==> src/rtl/softmax_normalize.sv <==
// Softmax normalizer: buffers N exponentials, then emits each divided by
// their sum using a restoring shift-subtract divider, one bit per cycle.
module softmax_normalize #(
  parameter int N          = 10,
  parameter int DATA_WIDTH = 20,
  parameter int FRAC_WIDTH = 10
) (
  input  logic                         clk,
  input  logic                         reset,
  input  logic                         in_valid,
  input  logic signed [DATA_WIDTH-1:0] in_data,
  output logic                         in_ready,
  output logic                         out_valid,
  output logic signed [DATA_WIDTH-1:0] out_data,
  output logic [3:0]                   out_index,
  output logic                         done
);

  localparam int QW = DATA_WIDTH + FRAC_WIDTH;
  localparam int SW = DATA_WIDTH + 4;
  localparam int BW = $clog2(QW);

  localparam logic [4:0]    LAST_CNT = 5'(N - 1);
  localparam logic [3:0]    LAST_IDX = 4'(N - 1);
  localparam logic [BW-1:0] LAST_BIT = BW'(QW - 1);

  typedef enum logic [1:0] {
    LOAD,
    DIVIDE,
    EMIT,
    FIN
  } state_t;

  state_t state, state_nx;

  logic [DATA_WIDTH-1:0] mem [16];
  logic [SW-1:0]         sum;
  logic [SW-1:0]         rem;
  logic [4:0]            count;
  logic [3:0]            idx;
  logic [BW-1:0]         bcnt;
  logic [DATA_WIDTH-1:0] quo;

  logic [DATA_WIDTH-1:0] sample;
  logic [QW-1:0]         dvd;
  logic                  dbit;
  logic [SW:0]           trial;
  logic                  take;
  logic                  capture;

  assign sample   = in_data[DATA_WIDTH-1] ? '0 : in_data;
  assign in_ready = (state == LOAD);
  assign capture  = in_ready && in_valid;

  // Dividend bits fed MSB first: buf[idx] << FRAC_WIDTH
  assign dvd   = {mem[idx], {FRAC_WIDTH{1'b0}}};
  assign dbit  = dvd[LAST_BIT - bcnt];
  assign trial = {rem, dbit};
  assign take  = (trial >= {1'b0, sum});

  always_ff @(posedge clk) begin
    if (reset) begin
      state <= LOAD;
    end else begin
      state <= state_nx;
    end
  end

  always_comb begin
    state_nx = state;
    case (state)
      LOAD: begin
        if (capture && count == LAST_CNT) begin
          state_nx = DIVIDE;
        end
      end
      DIVIDE: begin
        if (bcnt == LAST_BIT) begin
          state_nx = EMIT;
        end
      end
      EMIT: begin
        state_nx = (idx == LAST_IDX) ? FIN : DIVIDE;
      end
      FIN: begin
        state_nx = LOAD;
      end
      default: state_nx = LOAD;
    endcase
  end

  always_ff @(posedge clk) begin
    if (capture) begin
      mem[count[3:0]] <= sample;
    end
  end

  always_ff @(posedge clk) begin
    if (reset) begin
      sum       <= '0;
      count     <= '0;
      idx       <= '0;
      bcnt      <= '0;
      rem       <= '0;
      quo       <= '0;
      out_valid <= 1'b0;
      done      <= 1'b0;
      out_data  <= '0;
      out_index <= '0;
    end else begin
      out_valid <= 1'b0;
      done      <= 1'b0;
      case (state)
        LOAD: begin
          if (in_valid) begin
            sum   <= sum + SW'(sample);
            count <= count + 5'd1;
            idx   <= '0;
            bcnt  <= '0;
            rem   <= '0;
            quo   <= '0;
          end
        end
        DIVIDE: begin
          rem  <= take ? SW'(trial - {1'b0, sum})
                       : trial[SW-1:0];
          quo  <= {quo[DATA_WIDTH-2:0], take};
          bcnt <= bcnt + 1'b1;
        end
        EMIT: begin
          out_valid <= 1'b1;
          // A zero sum would make every trial succeed; force zero.
          out_data  <= (sum == '0) ? '0 : quo;
          out_index <= idx;
          idx       <= idx + 4'd1;
          bcnt      <= '0;
          rem       <= '0;
          quo       <= '0;
        end
        FIN: begin
          done  <= 1'b1;
          sum   <= '0;
          count <= '0;
          idx   <= '0;
        end
        default: ;
      endcase
    end
  end

endmodule

==> config.mk <==
export PLATFORM = sky130hd
export DESIGN_NAME = softmax_normalize
export DESIGN_NICKNAME = d
export VERILOG_FILES = /design/src/rtl/softmax_normalize.sv
export SDC_FILE = /design/constraint.sdc
export NUM_CORES = 1
export LEC_CHECK = 0
export ABC_AREA = 1
export BUFFER_PORTS_ARGS = -buffer_cell sky130_fd_sc_hd__buf_2
export CAP_MARGIN = 20
export CORE_ASPECT_RATIO = 0.8
export CORE_UTILIZATION = 45
export CTS_CLUSTER_SIZE = 14
export DETAILED_ROUTE_END_ITERATION = 8
export PLACE_DENSITY = 0.6
export SLEW_MARGIN = 20
export SYNTH_ARGS = -nofsm -noshare
export SYNTH_HDL_FRONTEND = slang
export SYNTH_SLANG_ARGS = --single-unit
==> constraint.sdc <==
create_clock -name clk -period 3.9 [get_ports clk]
set_input_delay 0.585 -clock clk [delete_from_list [all_inputs] [get_ports clk]]
set_output_delay 0.585 -clock clk [all_outputs]
set_load 0.005 [all_outputs]
==> results.yml <==
yosys:
  ys_ff_latch: 418
  synth.distinct_cells: 51
  netlist_area_um2: 19400
  synth_edf_count: 304
  ys.flop_type: "edfxtp_1"
  yosysMostFrequentCell: "nand2_1"
  synth_fp_nets: 2130
  ys_seq_area_share_pct: 58.9
  synth_cells: 2052
  synth_commonest_cells: "515 x nand2_1, 304 x edfxtp_1, 203 x nand3_1, 178 x a21oi_1, 165 x nor2_1"
  synth_top_area_cell: "edfxtp_1"
  async_flop_share_pct: 0
  ys_top_cells_by_area: "edfxtp_1 47%, dfxtp_1 12%, nand2_1 10%"
  netlist.area_leader.share_pct: 47.1
  post_synth.cell_area_avg_um2: 9.45
  yosysWarnings: 0
sta:
  fin_crit_ns: 3.66
  setup_violations: 0
  final.period_utilization_pct: 93.7
  hold_violations: 0
  rsz0062_at_grt: "yes"
  max_freq_mhz: 274
  whs_ns: 0.469
  worst_slew_pin_slew_ns: 1.09
  finalWorstSetupSlack_ns: 0.244
  slew_viol_final: 0
  slew_headroom_pct: 27.2
  skew_ns: 0.0142
  timing.setup.tns_ns: 0
critical_path:
  crit_required_ns: 4.30
  end_kind: "flop"
  r2r_cells: 23
  r2r-end: "rem[10]"
  path_max_fanout: 19
  start_kind: "flop"
  arrival_ns: 4.06
  crit_type: "reg2reg"
  reg2reg_slack_ns: 0.24
final_layout:
  final_util_pct: 53.8
  diodes: 0
  final_nets: 2234
  fill_cells: 3746
  layout-drive-gt1-share_pct: 14.3
  area_growth_pct: 17.1
die:
  pin_count: 50
  core_um2: 42200
  die_h_um: 188
  row_count: 67
  die_x_um: 234
  die-area_um2: 43900
  start_util_pct: 46.0
drt:
  ant_nets: 0
  via_per_inst: 5.52
  wl_per_cell_um: 20.0
  vias: 15100
  drtIter0Drc: 1586
  routed_wl_mm: 54.8
  drcViolationCount: 0
  first_pass_iters: 6
pwr:
  powerDensity_nw_per_um2: 444
  ir_worst_vdd_uv: 269
  cellLeakagePower_nw: 8.93
cts:
  cts_buffers: 44
  cts.sinks: 418
  h-tree-depth: 2
  clock_latency_ns: 0.56
  cts_buffer_depth: 3
  cts_hold_buf: 0
  cts.reportedPaths.clkPinSlew_ns: 0.06
  cts_tree: "yes"
  clock-root-buffer: "clkbuf_16"
hold_path:
  holdPathStages: 2
  hp-start: "quo[19]"
  min_path_type: "reg2reg"
  whs_endpoint: "quo[19]"
global_route:
  grt_usage_pct: 24.4
  antenna_found_initial: 1
  grt_max_degree: 63
  grt_pass1_vias: 14200
  overflow: 0
  grt_pass1_wl_mm: 82.2
status:
  status: "complete, no violations"
place:
  io_buffers: 49
  hpwl_mm: 33.0
  place_ws_ns: 0.0652
  gp_congestion: 0.901
flow_run:
  maxCapViolations: 0
report_power, final:
| group | switching, mW | total [mW] | internal [mW] |
|---|---|---|---|
| clock network | 1.74 | 4.25 | 2.50 |
| registers | 0.0282 | 4.85 | 4.82 |
| logic | 0.629 | 0.976 | 0.347 |
stage by stage:
stage | cell area (um2) | cells | power [mW]
6_report | 22700 | 2742 | 10.1
4_1_cts | 22100 | 2715 | 10.0
2_1_floorplan | 19400 | 2052 | 5.54
5_1_grt | 22700 | 2742 | 10.4
3_3_place_gp | 20600 | 2635 | 5.79
3_5_place_dp | 20600 | 2635 | 5.79
routing by layer:
layer	wire length (um)	vias up	GRT usage (%)
met3	4750	91	4.32
met4	1200	0	6.74
met2	23600	623	36.4
met5	0	-	0
li1	-	7261	-
met1	25200	7160	36.3
cell families after synthesis:
group           share of synthesized area (%)
compound gates                           11.1
buf+inv                                  5.62
xor+xnor                                0.994
flops                                    58.9
fa+ha+maj                                3.63
simple gates                             19.8
worst max path at each step:
| stage | endpoint | slack (ns) | cells past startpoint |
|---|---|---|---|
| after floorplan | rem[20] | 0.62 | 22 |
| after global placement | sum[21] | 0.11 | 14 |
| after detailed placement | rem[22] | 0.07 | 24 |
| after CTS | rem[22] | 0.04 | 24 |
| after global routing | rem[6] | 0.01 | 30 |
| final | rem[10] | 0.24 | 23 |
state kept, by name, indices dropped and copies added, names as in the netlist, named ones only:
| register | count |
|---|---|
| out_index | 4 |
| out_valid | 1 |
| rem | 24 |
| done | 1 |
| idx | 4 |
| out_data | 20 |
| bcnt | 5 |
| sum | 24 |
| state | 2 |
| quo | 20 |
| count | 5 |
| mem | 304 |
final cells by class:
cell class / instances / area (um2) / area share [%]
Sequential cell: 418 / 11400 / 50.3
Multi-Input combinational cell: 1382 / 7080 / 31.2
Timing Repair Buffer: 161 / 1460 / 6.45
Clock buffer: 58 / 1240 / 5.46
Tap cell: 552 / 691 / 3.04
Inverter: 148 / 568 / 2.50
Clock inverter: 22 / 219 / 0.965
Timing Repair inverter: 1 / 16.3 / 0.0717
timing repair:
action,in CTS,in global routing
setup endpoints to repair,0,25
hold endpoints to repair,0,0
resized for setup,0,51
buffers inserted,0,15
worst max-delay path: stages, from the launching register on:
cell,delay [ns]
dfxtp_4,0.40
buf_12,0.17
clkinv_8,0.08
buf_6,0.19
nor2_1,0.06
o211ai_1,0.25
nand3_1,0.12
nand2_1,0.17
a21oi_1,0.08
nand2_1,0.11
nand3_1,0.11
nand2_2,0.13
inv_2,0.05
ha_4,0.16
fa_2,0.38
o21ai_4,0.18
a21oi_2,0.09
buf_4,0.15
inv_1,0.08
a21oi_1,0.08
xor2_1,0.18
a21oi_2,0.08
o21ai_1,0.12
a21oi_1,0.07
layout by cell type (no fill, tap or decap), types with 10 or more instances in the layout:
cell type and instances:
a21oi_1 175, ha_1 52, buf_2 49, nand2_1 512
xor2_1 13, inv_1 141, edfxtp_1 304, o21ai_1 20
a21oi_2 20, nor2_2 21, dfxtp_1 111, nor2_1 144
buf_4 84, nand3_1 196, clkinv_1 10, o21ai_0 111
clkbuf_16 56, o211ai_1 20
Power figures use the tool's default switching activity.
